--- config.mk ---
export PLATFORM = sky130hd
export DESIGN_NAME = demux_8_buf
export DESIGN_NICKNAME = d
export VERILOG_FILES = /design/src/rtl/demux_8_buf.sv
export SDC_FILE = /design/constraint.sdc
export NUM_CORES = 1
export LEC_CHECK = 0
export BUFFER_PORTS_ARGS = -buffer_cell sky130_fd_sc_hd__buf_4
export CAP_MARGIN = 20
export CORE_MARGIN = 2
export CORE_UTILIZATION = 59
export CTS_CLUSTER_SIZE = 30
export DETAILED_ROUTE_END_ITERATION = 16
export PLACE_DENSITY = 0.92
export SYNTH_ARGS = -nofsm -noshare
export SYNTH_HDL_FRONTEND = slang
export SYNTH_HIERARCHICAL = 1
export SYNTH_SLANG_ARGS = --single-unit
--- constraint.sdc ---
create_clock -name clk -period 5.1 [get_ports clk]
set_clock_uncertainty 0.05 [all_clocks]
set_input_delay 1.275 -clock clk [delete_from_list [all_inputs] [get_ports clk]]
set_output_delay 1.275 -clock clk [all_outputs]
set_load 0.03 [all_outputs]
--- src/rtl/demux_8_buf.sv ---
// 1-to-2 word demux into two independent valid/ready FIFOs; push-to-head latency is 1 cycle, with no bypass.
// Backpressure: in_ready drops only when the FIFO addressed by sel is full; each side drains on its own x_ready.

module demux_fifo #(
  parameter int WIDTH = 8,
  parameter int DEPTH = 2
) (
  input  logic                     clk,
  input  logic                     reset_n,
  input  logic                     push_vld,
  input  logic [WIDTH-1:0]         push_dat,
  output logic                     full,
  output logic                     out_vld,
  input  logic                     out_rdy,
  output logic [WIDTH-1:0]         out_dat,
  output logic [$clog2(DEPTH):0]   count
);
  localparam int AW = $clog2(DEPTH);
  localparam int CW = AW + 1;
  localparam logic [CW-1:0] LAST = CW'(DEPTH - 1);
  localparam logic [CW-1:0] ONE  = CW'(1);

  typedef enum logic [1:0] {EMPTY, PARTIAL, FULL} state_t;

  state_t             state, state_nxt;
  logic [WIDTH-1:0]   mem [DEPTH];
  logic [AW-1:0]      wr_ptr, rd_ptr;
  logic [CW-1:0]      count_nxt;
  logic [WIDTH-1:0]   hold_dat;
  logic               push, pop;

  assign full    = (state == FULL);
  assign out_vld = (count != '0);
  assign push    = push_vld && !full;
  assign pop     = out_vld && out_rdy;
  // Once empty, show the last head word rather than whatever stale slot rd_ptr now points at.
  assign out_dat = out_vld ? mem[rd_ptr] : hold_dat;

  always_comb begin
    count_nxt = count;
    case ({push, pop})
      2'b10:   count_nxt = count + 1'b1;
      2'b01:   count_nxt = count - 1'b1;
      default: count_nxt = count;
    endcase
  end

  always_comb begin
    state_nxt = state;
    case (state)
      EMPTY:   if (push) state_nxt = PARTIAL;
      PARTIAL: begin
        if (push && !pop && count == LAST)     state_nxt = FULL;
        else if (pop && !push && count == ONE) state_nxt = EMPTY;
      end
      FULL:    if (pop) state_nxt = PARTIAL;
      default: state_nxt = EMPTY;
    endcase
  end

  always_ff @(posedge clk or negedge reset_n) begin
    if (!reset_n) begin
      state <= EMPTY;
    end else begin
      state <= state_nxt;
    end
  end

  always_ff @(posedge clk or negedge reset_n) begin
    if (!reset_n) begin
      wr_ptr   <= '0;
      rd_ptr   <= '0;
      count    <= '0;
      hold_dat <= '0;
      for (int i = 0; i < DEPTH; i++) mem[i] <= '0;
    end else begin
      if (push) begin
        mem[wr_ptr] <= push_dat;
        wr_ptr      <= wr_ptr + 1'b1;
      end
      if (pop) rd_ptr <= rd_ptr + 1'b1;
      if (out_vld) hold_dat <= mem[rd_ptr];
      count <= count_nxt;
    end
  end
endmodule

module demux_8_buf #(
  parameter int WIDTH = 8,
  parameter int DEPTH = 2
) (
  input  logic                   clk,
  input  logic                   reset_n,
  input  logic                   in_valid,
  output logic                   in_ready,
  input  logic [WIDTH-1:0]       in_data,
  input  logic                   sel,
  output logic                   a_valid,
  input  logic                   a_ready,
  output logic [WIDTH-1:0]       a_data,
  output logic                   b_valid,
  input  logic                   b_ready,
  output logic [WIDTH-1:0]       b_data,
  output logic [$clog2(DEPTH):0] a_count,
  output logic [$clog2(DEPTH):0] b_count
);
  logic a_full, b_full;
  logic a_push, b_push;

  // Depends only on sel and FIFO occupancy, so a same-cycle pop never frees a slot for the push.
  assign in_ready = sel ? !b_full : !a_full;
  assign a_push   = in_valid && in_ready && !sel;
  assign b_push   = in_valid && in_ready &&  sel;

  demux_fifo #(.WIDTH(WIDTH), .DEPTH(DEPTH)) u_fifo_a (
    .clk      (clk),
    .reset_n  (reset_n),
    .push_vld (a_push),
    .push_dat (in_data),
    .full     (a_full),
    .out_vld  (a_valid),
    .out_rdy  (a_ready),
    .out_dat  (a_data),
    .count    (a_count)
  );

  demux_fifo #(.WIDTH(WIDTH), .DEPTH(DEPTH)) u_fifo_b (
    .clk      (clk),
    .reset_n  (reset_n),
    .push_vld (b_push),
    .push_dat (in_data),
    .full     (b_full),
    .out_vld  (b_valid),
    .out_rdy  (b_ready),
    .out_dat  (b_data),
    .count    (b_count)
  );
endmodule

# Yosys cells after proc, flatten, opt, wreduce, memory -nomap -nowiden
# Cells that the tools add are included.
# totals
mem_bits_rw	0
latchBits	0
ff_bits	60
mem_count	0
in_bits	14
romBits	0
# classes
multipliers	0
eq_ne	16
mux	27
bitwise_logic	4
n_addsub	8
n_shift	0
div	0
n_reduce_logical	32
magnitude_cmp	6
# ops
op	n
2-to-1 mux 8 bit	10
bitwise mux 16 bit	2
logical AND 1 bit	17
demux 8 bit (select 1 bit)	2
2-to-1 mux 2 bit	8
== test 2 x 1 -> 1 bit (second input constant)	6
case mux 2 bit (3 select lines)	2
== test 2 bit (second input constant)	4
>= comparator 2 bit (second input constant)	4
NOT 1 -> 2 bit	4
case mux 2 bit (2 select lines)	2
nonzero test 2 bit	4
logical NOT 1 bit	7
inequality test 3 x 1 -> 1 bit (second input constant)	2
AND reduction 3 bit	2
adder 1 bit (second input constant)	4
adder 2 x 1 -> 2 bit (second input constant)	2
logical NOT 2 bit	2
< comparator 2 x 1 -> 1 bit (second input constant)	2
inequality test 2 x 1 -> 1 bit (second input constant)	2
inequality test 2 bit (second input constant)	2
subtractor 2 x 1 -> 2 bit (second input constant)	2
2-to-1 mux 1 bit	1

# Logic depth before layout (Yosys ltp)
# depth
ltp_word	12
depth_mapped	9
mapped_depth_nobuf	9

# Cells and area by module
# The synthesis kept the hierarchy.
# modules_own_cells
module	instances	area_per_inst_um2	cells_per_inst	seq_area_each_um2
demux_fifo	2	1288.7	99	750.7
demux_8_buf	1	26.3	3	0.0

# Worst setup path after synthesis
# OpenSTA, ideal clock, no wires.
# synth_path
kind	reg2out
startpoint	register u_fifo_b.count[0]
endpoint	output port b_data[0]
setup_slack_ns	1.942
required_ns	3.775
t_arrival_ns	1.833
stages_incl_launch_ff	5
cell_sequence	dfrtp_1 > inv_1 > ha_1 > clkbuf_1 > o21ai_0
# synth_via
elab_chain_len	2
# synth_rtl
item	line_no	rtl
from (decl)	16	output logic [$clog2(DEPTH):0] count
from (signal assigned)	83	count <= count_nxt;
nonzero test 2 bit	33	assign out_vld = (count != '0);
2-to-1 mux 8 bit	--	
to (decl)	103	output logic [WIDTH-1:0] b_data,
# No other way between the ends.

# Final worst setup path
# layout_path
startpoint	register u_fifo_b.count[0]
endpoint	output port b_data[4]
# The elaborated chain is that of the path after synthesis.

==> summary.md <==
| Metric | Value |
|---|---|
| Status | `complete, no violations` |
| Total Nets Final | `264` |
| Combinational Power Share | `0.471` |
| Multi-input gate area | `0.00103 mm²` |
| Setup violators final | `0` |
| Sw frac | `0.403` |
| Final core utilization | `0.712` |
| Finished layout cell area | `0.00306 mm²` |
| Core area | `0.00429 mm²` |
| Placement row count | `24` |
| DP Area | `about 0.0029 mm²` |
| RD Place Congestion | `0.695` |
| Fin Hold WS | `between 400 and 500 ps` |
| Internal | `1.37 mW` |
| Pins Over Slew Limit | `0` |
| RSZ-0062 raised after global routing | `no` |
| Dpl cells | `283` |
| Wire length per cell | `roughly 15 µm` |
| Clock group share of total power | `0.146` |
| Crit Path Max Fanout | `17` |
| Root Buffer | `clkbuf_8` |
| Die Width | `70.4 µm` |
| Synth Area per Inst | `13.0 µm²` |
| Antenna diodes | `0` |
| Synth unique cells | `20` |
| Peak VDD IR | `0.437 mV` |
| Hold Fails Final Rpt | `0` |
| Crit path cell chain | `inv_1 -> ha_1 -> o21ai_0 -> buf_4` |
| Area Overhead vs Synth | `17.4%` |
| Leak | `around 1.5 nW` |
| Initial detailed-routing violation count | `99` |
| Starting Density | `0.606` |
| Fmax | `0.327 GHz` |
| Post-CTS Setup Bufs | `0` |
| Worst path required time | `3770 ps` |
| Hold Buf Count CTS | `0` |
| Clock slew at reported path FFs | `60 ps` |
| Critical path buffers and inverters | `2` |
| Non-filler cells, final | `295` |
| Clk buf depth | `2` |
| Clk_lat worst skew | `320 ps` |
| Hold/Removal Path Class | `reg2reg` |
| Startpoint types | `flop` |
| Sum Neg Setup Slack | `0 ps` |
| Final Cycle Share | `0.601` |
| CTS H-tree lvls | `3` |
| Worst slew margin | `0.516` |
| P_sw | `924 µW` |
| Fillers | `336` |
| Power Dens Cells | `749 mW/mm²` |
| Sequential-to-total area share from yosys stat | `0.577` |
| Syn Nets | `223` |
| Via/cell ratio | `5.40` |
| First-pass GRT wire length | `7700 µm` |
| Largest area contributor in the netlist | `dfrtp_1` |
| Critical path type | `reg2out` |
| Post_cts resized | `0` |
| Crit path max-delay family | `adder cells` |
| Crit path DAT | `around 1700 ps` |
| Initial DRT Pass Iterations | `4` |
| Port Buffers | `36` |
| Crit path time final | `3060 ps` |
| DRC viols | `0` |
| Post-Route WL | `4400 µm` |
| Grt ovf | `0` |
| I/O pins | `37` |
| Vias in the first global route | `1618` |
| Register area | `about 0.0015 mm²` |
| Post-DP HPWL | `3070 µm` |
| Share of cells above drive strength 1 | `0.354` |
| Setup crit end kind | `primary output` |
| MaxCap Viol Count | `0` |
| Slew @ Worst Pin | `726 ps` |
| Seq cells post-synth | `60` |
| Total vias in the final route | `1593` |
| Crit-path max cell delay | `470 ps` |
| CTS Buf Count | `9` |
| Mapped Cells | `201` |
| YS warnings | `6` |
| Ranking of synthesized cells by area | `dfrtp_1, mux2_2, mux2i_1` |
| Gr usage total | `0.203` |
| Antenna violations before repair | `0` |
| Die area | `around 0.0050 mm²` |
| Slowest-stage cell, CP | `ha_1` |
| DRT antenna net count | `0` |
| Post-synth top area share | `0.577` |
| CTS tree | `done` |
| Register share of total power | `0.383` |
| Clock sink count | `60` |
| Synth Cell Area | `0.00260 mm²` |
| Die height | `70.4 µm` |
| Largest net degree at the start of global routing | `61` |
-- registers in the layout (all words and copies together), names as in the netlist --
| name | cells |
|---|---|
| u_fifo_a/mem | 16 |
| u_fifo_b/mem | 16 |
| u_fifo_a/wr_ptr | 1 |
| u_fifo_b/hold_dat | 8 |
| u_fifo_b/state | 2 |
| u_fifo_b/wr_ptr | 1 |
| u_fifo_a/count | 2 |
| u_fifo_a/rd_ptr | 1 |
| u_fifo_a/state | 2 |
| u_fifo_a/hold_dat | 8 |
| u_fifo_b/count | 2 |
| u_fifo_b/rd_ptr | 1 |
-- path summary, 6_finish.rpt --
check | start | to | slack (ps) | cells after the start
max in group asynchronous | reset_n | u_fifo_a/count[0]$_DFFE_PN0P_ | 3560 | 1
hold reg to reg | u_fifo_b/hold_dat[1]$_DFF_PN0_ | u_fifo_b/hold_dat[1]$_DFF_PN0_ | 450 | 2
min in group asynchronous | reset_n | u_fifo_b/hold_dat[0]$_DFF_PN0_ | 960 | 1
hold / removal | u_fifo_b/hold_dat[1]$_DFF_PN0_ | u_fifo_b/hold_dat[1]$_DFF_PN0_ | 450 | 2
setup reg to reg | u_fifo_b/count[0]$_DFFE_PN0P_ | u_fifo_b/state[0]$_DFFE_PN0P_ | 2970 | 9
setup / recovery | u_fifo_b/count[0]$_DFFE_PN0P_ | b_data[4] | 2040 | 4
-- cells by family (layout without fill, tap and decap cells) --
| kind of cell | Yosys count | after routing | synth area share |
|---|---|---|---|
| AOI/OAI and AO/OA | 26 | 26 | 0.0538 |
| and+or+nand+nor | 32 | 32 | 0.0726 |
| buffers and inverters | 18 | 60 | 0.0279 |
| DFF | 60 | 60 | 0.577 |
| adders and majority gates | 8 | 8 | 0.0384 |
| muxes | 49 | 49 | 0.204 |
| xor gates and xnor gates | 8 | 8 | 0.0269 |
-- synthesized netlist by cell type, drive strengths merged --
| cell type | number |
|---|---|
| dfrtp | 60 |
| mux2 | 32 |
| nand2 | 22 |
| o21ai | 20 |
| mux2i | 17 |
| inv | 12 |
| ha | 8 |
| xnor2 | 6 |
| buf | 4 |
| o22ai | 4 |
| nor3b | 3 |
| and3 | 2 |
| clkbuf | 2 |
| nand2b | 2 |
| nand3 | 2 |
| o211ai | 2 |
| xor2 | 2 |
| and3b | 1 |
-- tightest hold or removal path, cell delays in order, from the launching register on --
cell and delay, ps:
dfrtp_1 330, nand2_1 50, o21ai_0 80
-- through the flow --
step | power (mW) | setup WS, ps
floorplan | 1.62 | 1940
global placement | 1.93 | 2070
detailed placement | 1.97 | 2060
CTS | 2.31 | 2010
global route | 2.44 | 1810
finish | 2.29 | 2040
-- metal layers --
layer,vias to the layer above,routed length [µm],global-route usage
met5,-,0,0
met4,0,78,0.0897
met3,8,186,0.0519
met2,34,2140,0.313
met1,780,1990,0.273
li1,771,-,-
-- cell usage in the layout, fill, tap and decap left out, types with 2 or more instances in the layout --
master    Yosys  routed
and3_2        2       2
xor2_1        2       2
o211ai_1      2       2
clkbuf_8      0      10
inv_1        10      10
mux2i_1      17      17
dfrtp_1      60      60
o21ai_0      20      20
ha_1          8       8
inv_2         2       2
clkbuf_1      2       2
o22ai_1       4       4
nor3b_4       2       2
xnor2_1       6       6
nand3_1       2       2
mux2_2       32      32
nand2_1      22      22
nand2b_4      2       2
buf_4         0      36
-- final cells by class --
cell class / instances / area share
flip-flops and latches: 60 / 0.491
multi-input cells: 123 / 0.337
repair buffers: 36 / 0.0884
clock buffers: 12 / 0.0475
well taps: 52 / 0.0213
inverters: 12 / 0.0147
-- power by group through the flow --
stage	registers, mW	logic, mW	clock network [mW]
final	0.876	1.08	0.335
after global routing	0.907	1.18	0.361
after CTS	0.879	1.09	0.343
after detailed placement	0.885	1.09	0
after global placement	0.867	1.06	0
after floorplan	0.848	0.770	0
(Power assumes the default switching activity.)
